[src/rtl/mm_fp_pkg.sv]
// Shared definitions for the matrix result serializer: element geometry,
// E4M4 field widths and the stream state encoding.
package mm_fp_pkg;

    localparam int N_ELEM = 9;
    localparam int DATA_W = 8;
    localparam int EXP_W  = 4;
    localparam int MANT_W = 4;
    localparam int CODE_W = EXP_W + MANT_W;
    localparam int IDX_W  = 4;
    localparam int BUS_W  = N_ELEM * DATA_W;

    localparam logic [CODE_W-1:0] ZERO_CODE = 8'h00;

    typedef enum logic [1:0] {
        IDLE = 2'd0,
        CONV = 2'd1,
        OUT  = 2'd2,
        DONE = 2'd3
    } state_t;

endpackage

[src/rtl/matrix_fp_serializer_u8_to_e4m4.sv]
// Unsigned 8-bit integer to E4M4 float: leading-one detect, normalise by
// shifting the leading one to the MSB, and keep the next MANT_W bits.
// Low bits below the mantissa window are truncated, not rounded.
module u8_to_e4m4
    import mm_fp_pkg::*;
(
    input  logic [DATA_W-1:0] i_value,
    output logic [CODE_W-1:0] o_code
);

    logic [2:0]        w_pos;
    logic [DATA_W-1:0] w_norm;
    logic [EXP_W-1:0]  w_exp;

    // Leading-one position; the highest set bit wins because it is seen last.
    always_comb begin
        w_pos = 3'd0;
        for (int i = 0; i < DATA_W; i++) begin
            if (i_value[i]) begin
                w_pos = 3'(i);
            end
        end
    end

    // Normalise, build the exponent and pack the code; zero has its own code.
    always_comb begin
        w_norm = i_value << (3'd7 - w_pos);
        w_exp  = EXP_W'(w_pos) + EXP_W'(1);
        if (i_value == '0) begin
            o_code = ZERO_CODE;
        end else begin
            o_code = {w_exp, w_norm[DATA_W-2 -: MANT_W]};
        end
    end

endmodule

[src/rtl/matrix_fp_serializer.sv]
// Snapshots the nine multiplier results on the rising edge of mm_done and
// streams them row-major as E4M4 floats over a valid/ready handshake.
// Handshake: an element transfers on a rising clk edge where fp_valid and
// fp_ready are both high; while fp_valid is high and fp_ready is low the
// outputs hold; fp_ready is ignored while fp_valid is low.
module matrix_fp_serializer
    import mm_fp_pkg::*;
(
    input  logic              clk,
    input  logic              reset,
    input  logic              mm_done,
    input  logic [BUS_W-1:0]  mm_result,
    input  logic              fp_ready,
    output logic              fp_valid,
    output logic [CODE_W-1:0] fp_data,
    output logic [IDX_W-1:0]  fp_index,
    output logic [DATA_W-1:0] fp_raw,
    output logic              seq_done
);

    state_t              r_state;
    logic [IDX_W-1:0]    r_idx;
    logic                r_done_q;
    logic [BUS_W-1:0]    r_buf;
    logic                r_fp_valid;
    logic [CODE_W-1:0]   r_fp_data;
    logic [IDX_W-1:0]    r_fp_index;
    logic [DATA_W-1:0]   r_fp_raw;
    logic                r_seq_done;

    state_t              w_state_nxt;
    logic [IDX_W-1:0]    w_idx_nxt;
    logic                w_fp_valid_nxt;
    logic [CODE_W-1:0]   w_fp_data_nxt;
    logic [IDX_W-1:0]    w_fp_index_nxt;
    logic [DATA_W-1:0]   w_fp_raw_nxt;
    logic                w_seq_done_nxt;
    logic                w_capture;
    logic                w_start;
    logic [DATA_W-1:0]   w_cur;
    logic [CODE_W-1:0]   w_code;

    assign w_start = mm_done & ~r_done_q;
    assign w_cur   = r_buf[{r_idx, 3'b000} +: DATA_W];

    u8_to_e4m4 u_conv (
        .i_value (w_cur),
        .o_code  (w_code)
    );

    // Next-state and next-output decode for the stream sequencer.
    always_comb begin
        w_state_nxt    = r_state;
        w_idx_nxt      = r_idx;
        w_fp_valid_nxt = r_fp_valid;
        w_fp_data_nxt  = r_fp_data;
        w_fp_index_nxt = r_fp_index;
        w_fp_raw_nxt   = r_fp_raw;
        w_seq_done_nxt = r_seq_done;
        w_capture      = 1'b0;
        case (r_state)
            IDLE: begin
                if (w_start) begin
                    w_capture   = 1'b1;
                    w_idx_nxt   = '0;
                    w_state_nxt = CONV;
                end
            end
            CONV: begin
                w_fp_data_nxt  = w_code;
                w_fp_raw_nxt   = w_cur;
                w_fp_index_nxt = r_idx;
                w_fp_valid_nxt = 1'b1;
                w_state_nxt    = OUT;
            end
            OUT: begin
                if (r_fp_valid && fp_ready) begin
                    w_fp_valid_nxt = 1'b0;
                    if (r_idx == IDX_W'(N_ELEM - 1)) begin
                        w_seq_done_nxt = 1'b1;
                        w_state_nxt    = DONE;
                    end else begin
                        w_idx_nxt   = r_idx + IDX_W'(1);
                        w_state_nxt = CONV;
                    end
                end
            end
            DONE: begin
                if (!mm_done) begin
                    w_seq_done_nxt = 1'b0;
                    w_state_nxt    = IDLE;
                end
            end
            default: begin
                w_state_nxt = IDLE;
            end
        endcase
    end

    // State, index, edge-detect and output registers.
    always_ff @(posedge clk or negedge reset) begin
        if (!reset) begin
            r_state    <= IDLE;
            r_idx      <= '0;
            r_done_q   <= 1'b0;
            r_fp_valid <= 1'b0;
            r_fp_data  <= '0;
            r_fp_index <= '0;
            r_fp_raw   <= '0;
            r_seq_done <= 1'b0;
        end else begin
            r_state    <= w_state_nxt;
            r_idx      <= w_idx_nxt;
            r_done_q   <= mm_done;
            r_fp_valid <= w_fp_valid_nxt;
            r_fp_data  <= w_fp_data_nxt;
            r_fp_index <= w_fp_index_nxt;
            r_fp_raw   <= w_fp_raw_nxt;
            r_seq_done <= w_seq_done_nxt;
        end
    end

    // Result snapshot; later changes on mm_result do not reach the stream.
    always_ff @(posedge clk or negedge reset) begin
        if (!reset) begin
            r_buf <= '0;
        end else if (w_capture) begin
            r_buf <= mm_result;
        end
    end

    assign fp_valid = r_fp_valid;
    assign fp_data  = r_fp_data;
    assign fp_index = r_fp_index;
    assign fp_raw   = r_fp_raw;
    assign seq_done = r_seq_done;

endmodule

[config.mk]
export PLATFORM = sky130hd
export DESIGN_NAME = matrix_fp_serializer
export DESIGN_NICKNAME = d
export VERILOG_FILES = /design/src/rtl/mm_fp_pkg.sv /design/src/rtl/matrix_fp_serializer_u8_to_e4m4.sv /design/src/rtl/matrix_fp_serializer.sv
export SDC_FILE = /design/constraint.sdc
export NUM_CORES = 1
export LEC_CHECK = 0
export BUFFER_PORTS_ARGS = -buffer_cell sky130_fd_sc_hd__buf_4
export CORE_ASPECT_RATIO = 0.7
export CORE_UTILIZATION = 35
export DETAILED_ROUTE_END_ITERATION = 8
export PLACE_DENSITY = 0.59
export SLEW_MARGIN = 20
export SYNTH_ARGS = -nofsm -noshare
export SYNTH_HDL_FRONTEND = slang
export SYNTH_SLANG_ARGS = --single-unit
[constraint.sdc]
create_clock -name clk -period 2.45 [get_ports clk]
set_input_delay 0.49 -clock clk [delete_from_list [all_inputs] [get_ports clk]]
set_output_delay 0.49 -clock clk [all_outputs]
set_load 0.03 [all_outputs]
After elaboration in Yosys (flattened, before gate mapping)

Cells that the tools add are included.

Logic and storage cells: 60
Bits in writable memories: 0
Memories: 0
Register bits after elaboration: 101
Latch bits: 0
Memory bits (read-only): 0

Add/sub/neg operators: 3
Multipliers: 0
Equal/unequal tests: 9
Mux-type cells: 25
Reduce and logical (&&, ||, !) cells: 10
Shift operators: 2
$lt $le $gt $ge: 0
Bitwise gates (word level): 2
Divide/modulo/power cells: 0

Operators by type and width:

| cell                                                                  | number |
|---|---|
| 72-bit by 8-bit indexed part select with 8-bit output                 | 1 |
| 2-bit two-way mux                                                     | 6 |
| 3-bit two-way mux                                                     | 4 |
| 4-bit two-way mux                                                     | 3 |
| 2-bit inequality test, second input constant                          | 5 |
| 8-bit zero test                                                       | 1 |
| 8-bit two-way mux                                                     | 1 |
| 2-bit one-hot mux with 4 select lines                                 | 1 |
| 4-bit one-hot mux with 2 select lines                                 | 1 |
| 4-bit AND reduction                                                   | 2 |
| 8-bit by 3-bit left shift with 7-bit output                           | 1 |
| 1-bit two-way mux                                                     | 7 |
| 2-bit nonzero test                                                    | 3 |
| 3-bit by 1-bit adder with 4-bit output, second input constant         | 1 |
| 4-bit by 1-bit adder with 4-bit output, second input constant         | 1 |
| 2-bit equality test, second input constant                            | 2 |
| 4-bit equality test, second input constant                            | 1 |
| 1-bit one-hot mux with 2 select lines                                 | 2 |
| 3-bit AND reduction                                                   | 1 |
| 3-bit subtractor, first input constant                                | 1 |
| 2-bit by 1-bit equality test with 1-bit output, second input constant | 1 |
| 2-bit zero test                                                       | 1 |
| 2-bit AND reduction                                                   | 1 |
| 1-bit bitwise AND                                                     | 1 |
| other kinds (2)                                                       | 2 |

Longest topological paths before layout

Gate-level depths: netlist of run 1.

Depth in word-level cells: 11
Gate-level depth with buffers: 11
Depth with buffers taken out: 9

Modules after synthesis

A second synthesis of run 1 with hierarchy kept.

Cells, all modules: 360
Area, all modules: 4882.2 um^2

By module, submodules not included:

| module               | seq. area each (um^2) | instances | cells an instance | area each (um^2) |
|---|---|---|---|---|
| matrix_fp_serializer | 2527.4                | 1         | 303               | 4500.6 |
| u8_to_e4m4           | 0.0                   | 1         | 57                | 381.6 |

Worst setup path after synthesis of run 1

Ideal clock, no wire load.

Path kind: register to register
From: register r_idx[0]
To: register r_fp_data[3] (netlist: fp_data[3])
Data arrival time: 2.328 ns
Slack: 0.040 ns
Cell stages (with the launch flop): 9
Required time: 2.368 ns
Path through: dfrtp_1 > buf_6 > mux4_1 > nor2_1 > o21ai_2 > a211oi_1 > nand2b_1 > or3b_1 > a31oi_1

Longest elaborated chain between the ends: 11
Elaborated cells on any way between the ends: 12
Those cells by class: add/sub: 1; shift: 2; mux: 8; reduce/logical: 1

Ends and longest elaborated chain:

| item                                                    | RTL line                              | text |
|---|---|---|
| from (decl)                                             | matrix_fp_serializer.sv:22            | `logic [IDX_W-1:0] r_idx;` |
| from (signal assigned)                                  | matrix_fp_serializer.sv:113           | `r_idx <= w_idx_nxt;` |
| 72-bit by 8-bit indexed part select with 8-bit output * | matrix_fp_serializer.sv:44            | `assign w_cur = r_buf[{r_idx, 3'b000} +: DATA_W];` |
| 1-bit two-way mux                                       | matrix_fp_serializer_u8_to_e4m4.sv:19 | `if (i_value[i]) begin` |
| 2-bit two-way mux (2 in series)                         | matrix_fp_serializer_u8_to_e4m4.sv:19 |  |
| 3-bit two-way mux (4 in series)                         | matrix_fp_serializer_u8_to_e4m4.sv:19 |  |
| 3-bit subtractor                                        | matrix_fp_serializer_u8_to_e4m4.sv:27 | `w_norm = i_value << (3'd7 - w_pos);` |
| 8-bit by 3-bit left shift with 7-bit output             | matrix_fp_serializer_u8_to_e4m4.sv:27 |  |
| 8-bit two-way mux *                                     | matrix_fp_serializer_u8_to_e4m4.sv:29 | `if (i_value == '0) begin` |
| to (signal assigned)                                    | matrix_fp_serializer.sv:116           | `r_fp_data <= w_fp_data_nxt;` |
| to (decl)                                               | matrix_fp_serializer.sv:26            | `logic [CODE_W-1:0] r_fp_data;` |

Mark *: on every way between the ends. The rest lies on a longest branch, timed or not.
A chain may end at the register's enable or synchronous reset.

Worst setup path in the final report of run 1

From: register r_idx[0]
To: register r_fp_data[6] (netlist: fp_data[6])

Longest elaborated chain between the ends: 10
Elaborated cells on any way between the ends: 11
Those cells by class: add/sub: 1; shift: 1; mux: 8; reduce/logical: 1

Ends and longest elaborated chain:

| item                                                    | RTL line                              | text |
|---|---|---|
| 72-bit by 8-bit indexed part select with 8-bit output * | matrix_fp_serializer.sv:44            |  |
| 1-bit two-way mux                                       | matrix_fp_serializer_u8_to_e4m4.sv:19 |  |
| 2-bit two-way mux (2 in series)                         | matrix_fp_serializer_u8_to_e4m4.sv:19 |  |
| 3-bit two-way mux (4 in series)                         | matrix_fp_serializer_u8_to_e4m4.sv:19 |  |
| 3-bit by 1-bit adder with 4-bit output                  | matrix_fp_serializer_u8_to_e4m4.sv:28 | `w_exp = EXP_W'(w_pos) + EXP_W'(1);` |
| 8-bit two-way mux *                                     | matrix_fp_serializer_u8_to_e4m4.sv:29 |  |

Marks and branches as above.

==> reports/results.ini, run 1 <==
[final_layout]
diodes=0
final_util=0.493
synthToLayoutAreaGrowth_pct=35.7
drive_gt1_frac=0.511
fin_cells=723
nets=612
nFillCells=1210

[sta]
clock.fmax_ghz=0.383
grt_setup_unrepaired=true
max_slew_margin=0.554
fin_hold_ws_ns=0.182
fin_crit_ns=2.61
worst_clock_skew_ns=0.00923
slew_violations=0
hold_viol=0
final.period_utilization=1.07
finalSetupViolCount=6
setup_slack_ns=-0.161
worst_slew_pin_slew_ns=0.670

[critical_path]
crit_type=reg -> reg
r2r_cells=11
endpoint_kind=register
cp-start-kind=register
critPathMaxFanout=12
cp.required_ns=2.67
cp.arrival_ns=2.83

[routing]
routed_wirelength_um=12000
drtPass1Iterations=4
drt_iter0_markers=205
routed_via_density=4.97
drtAntennaViolNets=0
drc_errors=0
wl_per_cell_um=16.6
via_count=3592

[cts]
cts_buffers=9
cts_buffer_depth=2
ctsRootBufferMaster=clkbuf_16
tritoncts=done
clk_pin_slew_ns=0.07
cts_sinks=101
worstSkewPairLatency_ns=0.35
cts_max_level=3
ctsHoldBuffers=0

[placement]
place_ws_ns=-0.168
place_inst=697
port_buffers=97
hpwl_um=8960
gp_congestion=0.856

[yosys]
ys_seq_area_frac=0.520
syn_avg_cell_area_um2=12.5
yosys_warnings=0
synthArstFlopShare=1.00
synth_top_area_frac=0.520
yosysTopAreaCell=dfrtp_1
syn_area_um2=4860
synth_most_common_cell=dfrtp_1
synth_edf_count=0
synthTopCellsByCount=dfrtp_1, mux2_2, nand2_1, nor2_1, o21ai_0
ys_seq_elements=101
synth_nets=468
synth_ff_type=dfrtp_1
synth_area_leaders=dfrtp_1, mux2_2, mux4_1, nand2_1, o21ai_0
syn_inst=389
yosysUniqueCellTypes=57

[power]
sequentialPowerShare=0.290
p_clk_frac=0.143
leakagePower_nw=2.91
finalPower_w=0.0103
p_int_w=0.00627
swShare=0.390
switchingPower_w=0.00401
p_per_area_nw_per_um2=1560
p_comb_frac=0.567
vdd_drop_max_v=0.000614

[global_route]
grt_pass1_vias=3550
grt_max_degree=75
gr-usage-all-layers=0.181
grt_pass1_wl_um=19400
antenna_found_initial=0
globalRouteOverflowTotal=0

[floorplan]
die_height_um=101
design.core.area_um2=13400
start_util=0.364
rows=35
die-width_um=143
die-area_um2=14400
pin_count=98

[outcome]
violations=setup timing
outcome=finished, violations left

[hold_path]
hold_path_class=in -> async

[job]
maxCapViolCount=0

==> power by group through the flow <==
stage	registers [W]	clock network, W	logic, W
after floorplan	0.00313	0	0.00298
after global placement	0.00298	0	0.00513
after detailed placement	0.00301	0	0.00519
after CTS	0.00298	0.00151	0.00538
after global routing	0.00309	0.00159	0.00631
final	0.00298	0.00147	0.00583
==> what timing repair did <==
action | CTS | global route
setup endpoints to repair | 7 | 7
gates resized for setup | 6 | 20
cloned | 0 | 0
setup buffers | 4 | 6
hold endpoints to repair | 0 | 0
pin swaps | 4 | 3
==> worst max-delay path: stages (launching register included) <==
cell      delay [ns]
dfrtp_1         0.41
buf_12          0.16
buf_4           0.15
buf_4           0.13
mux2i_1         0.14
a221o_1         0.38
o21a_4          0.25
a211oi_4        0.24
a21oi_2         0.13
ha_1            0.22
a32oi_1         0.20
o21ai_1         0.10
==> worst paths after layout <==
check | start | end | slack, ns
max | r_idx[0]$_DFFE_PN0P_ | fp_data[6]$_DFFE_PN0P_ | -0.16
min | reset | fp_raw[6]$_DFFE_PN0P_ | 0.18
max reg2reg | r_idx[0]$_DFFE_PN0P_ | fp_data[6]$_DFFE_PN0P_ | -0.16
min reg2reg | fp_index[0]$_DFFE_PN0P_ | fp_index[0]$_DFFE_PN0P_ | 0.49
max in group asynchronous | reset | r_buf[42]$_DFFE_PN0P_ | 1.55
min in group clk | mm_done | r_done_q$_DFF_PN0_ | 0.29
==> cell usage in the layout (no fill, tap or decap), types with 2 or more instances in the layout <==
cell / Yosys / final
a211oi_1: 10 / 7
a211oi_2: 0 / 2
a211oi_4: 1 / 2
a21oi_1: 10 / 10
a221o_1: 3 / 3
a221oi_2: 0 / 2
a22oi_1: 3 / 2
a22oi_2: 1 / 2
a31oi_1: 2 / 2
a32oi_1: 2 / 2
buf_12: 1 / 4
buf_4: 3 / 148
clkbuf_16: 0 / 9
clkinvlp_4: 0 / 3
dfrtp_1: 101 / 101
ha_1: 3 / 3
inv_1: 4 / 4
inv_8: 0 / 2
mux2_2: 74 / 74
mux2i_1: 10 / 10
mux4_1: 7 / 6
mux4_2: 1 / 2
nand2_1: 39 / 39
nand2b_1: 7 / 5
nand2b_4: 0 / 2
nand3_1: 2 / 2
nor2_1: 25 / 22
nor2_2: 0 / 3
nor2b_1: 5 / 5
o21a_1: 3 / 2
o21ai_0: 21 / 19
o21ai_1: 2 / 2
o21ai_2: 1 / 3
==> sequential cells by signal (all words and copies together) (netlist names) <==
name,cells
fp_raw,8
r_state,2
r_buf,72
r_done_q,1
r_idx,4
fp_index,4
fp_data,8
seq_done,1
fp_valid,1
==> final cells by class <==
cell class                      count  area (um2)  area share
Sequential cell                   101        2530       0.383
Multi-Input combinational cell    264        2310       0.350
Timing Repair Buffer              153        1200       0.182
Tap cell                          185         231      0.0351
Clock buffer                        9         225      0.0342
Clock inverter                      7        83.8      0.0127
Inverter                            4        15.0     0.00228
==> metal layers <==
metal  track usage  wire length [um]  share of wire
met3        0.0447               545          0.045
met1         0.276              6260           0.52
met5             0                 0              0
met2         0.256              5160           0.43
met4        0.0397                25         0.0021
==> metrics by stage <==
stage	TNS, ns	instance area, um2
after floorplan	0	4860
after global placement	-0.545	6090
after detailed placement	-0.712	6090
after CTS	-0.508	6460
after global routing	-1.02	6590
final	-0.501	6590
==> cell families (layout without fill, tap and decap cells) <==
logic type	Yosys count	after routing	share of synthesized area
buffers and inverters	24	173	0.0289
flip-flops	101	101	0.520
multiplexers	92	92	0.235
AND/OR/NAND/NOR	88	88	0.0850
adder cells (fa/ha/maj)	3	3	0.00773
AO/OA/AOI/OAI	79	79	0.120
XOR/XNOR	2	2	0.00361
(Power assumes the default switching activity.)
==> run 2: changes to the inputs <==
- SYNTH_HIERARCHICAL: unset -> 1
==> run 2 against run 1 <==
Net effect: the flow still finishes with violations (setup timing); first-iteration DRC count up 5.9%; total power up 10%; worst hold slack worse by 0.063 ns; sequential cell count unchanged; sequential share of layout area down 1.1 points; die area up 0.51%; non-clock buffer count up 3; cell count down 4.3%; register-to-register slack about the same; sequential power up 3%; synthesized area up 0.52%; via count down 3.5%; largest power group unchanged.
==> reports/results.ini, run 2 <==
[critical_path]
crit_buf_inv=4
crit_slowest_cell=dfrtp_1
critPathMaxFanout=6
endpoint_kind=register
crit_path_frequent_cell=buf_6
cp.arrival_ns=2.85
path_delay_family=compound AO/OA/AOI/OAI gates
critPathMaxStageDelay_ns=0.40
cp.required_ns=2.69
crit_chain=buf_6 -> buf_4 -> buf_6 -> mux2i_1 -> a221o_1 -> o2bb2ai_4 -> nor2_2 -> a21boi_4 -> inv_1 -> ha_2 -> nor2b_1 -> mux2_2
crit_type=reg -> reg
cp-start-kind=register

[cts]
ctsRootBufferMaster=clkbuf_16
cts_max_level=3
cts_buffer_depth=2
tritoncts=done
cts_buffers=9
clk_pin_slew_ns=0.07
cts_sinks=101
ctsHoldBuffers=0
worstSkewPairLatency_ns=0.35

[yosys]
syn_avg_cell_area_um2=13.6
syn_area_um2=4880
yosys_warnings=6
syn_inst=360
synth_top_area_frac=0.518
yosysUniqueCellTypes=52
synth_most_common_cell=dfrtp_1
ys_seq_elements=101
synthTopCellsByCount=dfrtp_1, mux2_2, mux2i_1, nor2_1, buf_2
yosysTopAreaCell=dfrtp_1
synthArstFlopShare=1.00
synth_ff_type=dfrtp_1
synth_area_leaders=dfrtp_1, mux2_2, mux2i_1, mux4_1, a221o_1
synth_nets=439
synth_edf_count=0
ys_seq_area_frac=0.518

[power]
p_clk_frac=0.128
finalPower_w=0.0113
vdd_drop_max_v=0.000784
switchingPower_w=0.00441
p_per_area_nw_per_um2=1670
p_comb_frac=0.602
swShare=0.389
sequentialPowerShare=0.270
p_int_w=0.00693
leakagePower_nw=2.97

[sta]
final.period_utilization=1.07
fin_crit_ns=2.61
setup_slack_ns=-0.162
worst_clock_skew_ns=0.00723
grt_setup_unrepaired=true
hold_viol=0
worst_slew_pin_slew_ns=0.507
max_slew_margin=0.662
clock.fmax_ghz=0.383
finalSetupViolCount=7
slew_violations=0

[hold_path]
hold_path_class=in -> async

[floorplan]
start_util=0.364
die-width_um=143
die-area_um2=14400
rows=35
die_height_um=101
design.core.area_um2=13400
pin_count=98

[routing]
wl_met2_um=5430
wl_per_cell_um=17.5
drt_iter0_markers=217
met3_length_um=607
routed_wirelength_um=12100
drtPass1Iterations=4
routed_via_density=5.01
wl_met1_um=5960
drc_errors=0
topRoutingLayerUsed=met4
drtAntennaViolNets=0
via_count=3465

[final_layout]
largest_reg_flops=72
layout_commonest_cell=buf_4
regMostFlops=r_buf
design_area_um2=6780
final_cell_mix=buf_4, dfrtp_1, mux2_2
nets=581
diodes=0
synthToLayoutAreaGrowth_pct=38.9
drive_gt1_frac=0.617

[job]
maxCapViolCount=0

[placement]
port_buffers=97
hpwl_um=8610
place_area_um2=6070
gp_congestion=0.822

[global_route]
globalRouteOverflowTotal=0
grt_pass1_vias=3520
gr-usage-all-layers=0.177
grt_max_degree=75
antenna_found_initial=0
grt_pass1_wl_um=19100

[outcome]
outcome=finished, violations left
violations=setup timing

-- run 2: worst paths after layout --
path / from / slack (ns) / cells after the start / end
min in group clk: mm_done / 0.30 / 1 / r_done_q$_DFF_PN0_
worst max-delay path: r_idx[0]$_DFFE_PN0P_ / -0.16 / 12 / fp_data[5]$_DFFE_PN0P_
worst min register to register: r_buf[30]$_DFFE_PN0P_ / 0.50 / 1 / r_buf[30]$_DFFE_PN0P_
worst min-delay path: reset / 0.12 / 1 / seq_done$_DFFE_PN0P_
max in group asynchronous: reset / 1.61 / 2 / r_buf[65]$_DFFE_PN0P_
worst max register to register: r_idx[0]$_DFFE_PN0P_ / -0.16 / 12 / fp_data[5]$_DFFE_PN0P_
-- run 2: stage by stage --
step                      cells  setup slack, ns  setup TNS, ns   util  hold WS, ns
final                       692           -0.162         -0.870  0.506        0.120
after global routing        692           -0.275          -1.59  0.506        0.154
after CTS                   689           -0.127         -0.579  0.493        0.126
after detailed placement    659           -0.287          -1.25  0.453        0.488
after global placement      659           -0.242         -0.965  0.453        0.485
after floorplan             360           -0.112         -0.156      -        0.194
-- run 2: cell families (layout without fill, tap and decap cells) --
kind of cell | after synthesis | count (layout) | share of synthesized area
buffers and inverters | 33 | 180 | 0.0377
XOR/XNOR | 1 | 1 | 0.00179
AND/OR/NAND/NOR | 51 | 51 | 0.0579
AO/OA/AOI/OAI | 51 | 51 | 0.0818
adder cells (fa/ha/maj) | 3 | 3 | 0.00769
multiplexers | 120 | 120 | 0.295
flip-flops | 101 | 101 | 0.518
-- run 2: worst register-to-register path, delay by kind of cell, from the launching register on --
kind            cells  cell delay [ns]
mux                 2             0.37
buf+inv             4             0.50
fa+ha+maj           1             0.26
simple gates        2             0.22
compound gates      3             0.76
flops               1             0.40
-- run 2: cell type report --
| type | instances | area, um2 |
|---|---|---|
| Clock inverter | 6 | 61.3 |
| Inverter | 8 | 30.0 |
| Sequential cell | 101 | 2530 |
| Tap cell | 185 | 231 |
| Fill cell | 1191 | 6620 |
| Multi-Input combinational cell | 226 | 2420 |
| Timing Repair Buffer | 156 | 1270 |
| Clock buffer | 10 | 239 |
-- run 2: power by group through the flow --
| stage | Clock, W | Combinational [W] | Sequential (W) |
|---|---|---|---|
| final | 0.00145 | 0.00682 | 0.00306 |
| after global routing | 0.00154 | 0.00734 | 0.00317 |
| after detailed placement | 0 | 0.00534 | 0.00307 |
| after global placement | 0 | 0.00522 | 0.00306 |
| after floorplan | 0 | 0.00338 | 0.00315 |
| after CTS | 0.00149 | 0.00610 | 0.00306 |
-- run 2: routing by layer --
layer	global-route usage	vias up
li1	-	1612
met1	0.261	1753
met2	0.260	86
met3	0.0418	14
met4	0.0447	0
met5	0	-
-- run 2: what timing repair did --
item                       CTS  global route
gates cloned                 0             0
setup endpoints to repair    7             7
buffers inserted            14             5
gates resized for setup     28            33
pin swaps                   11             6
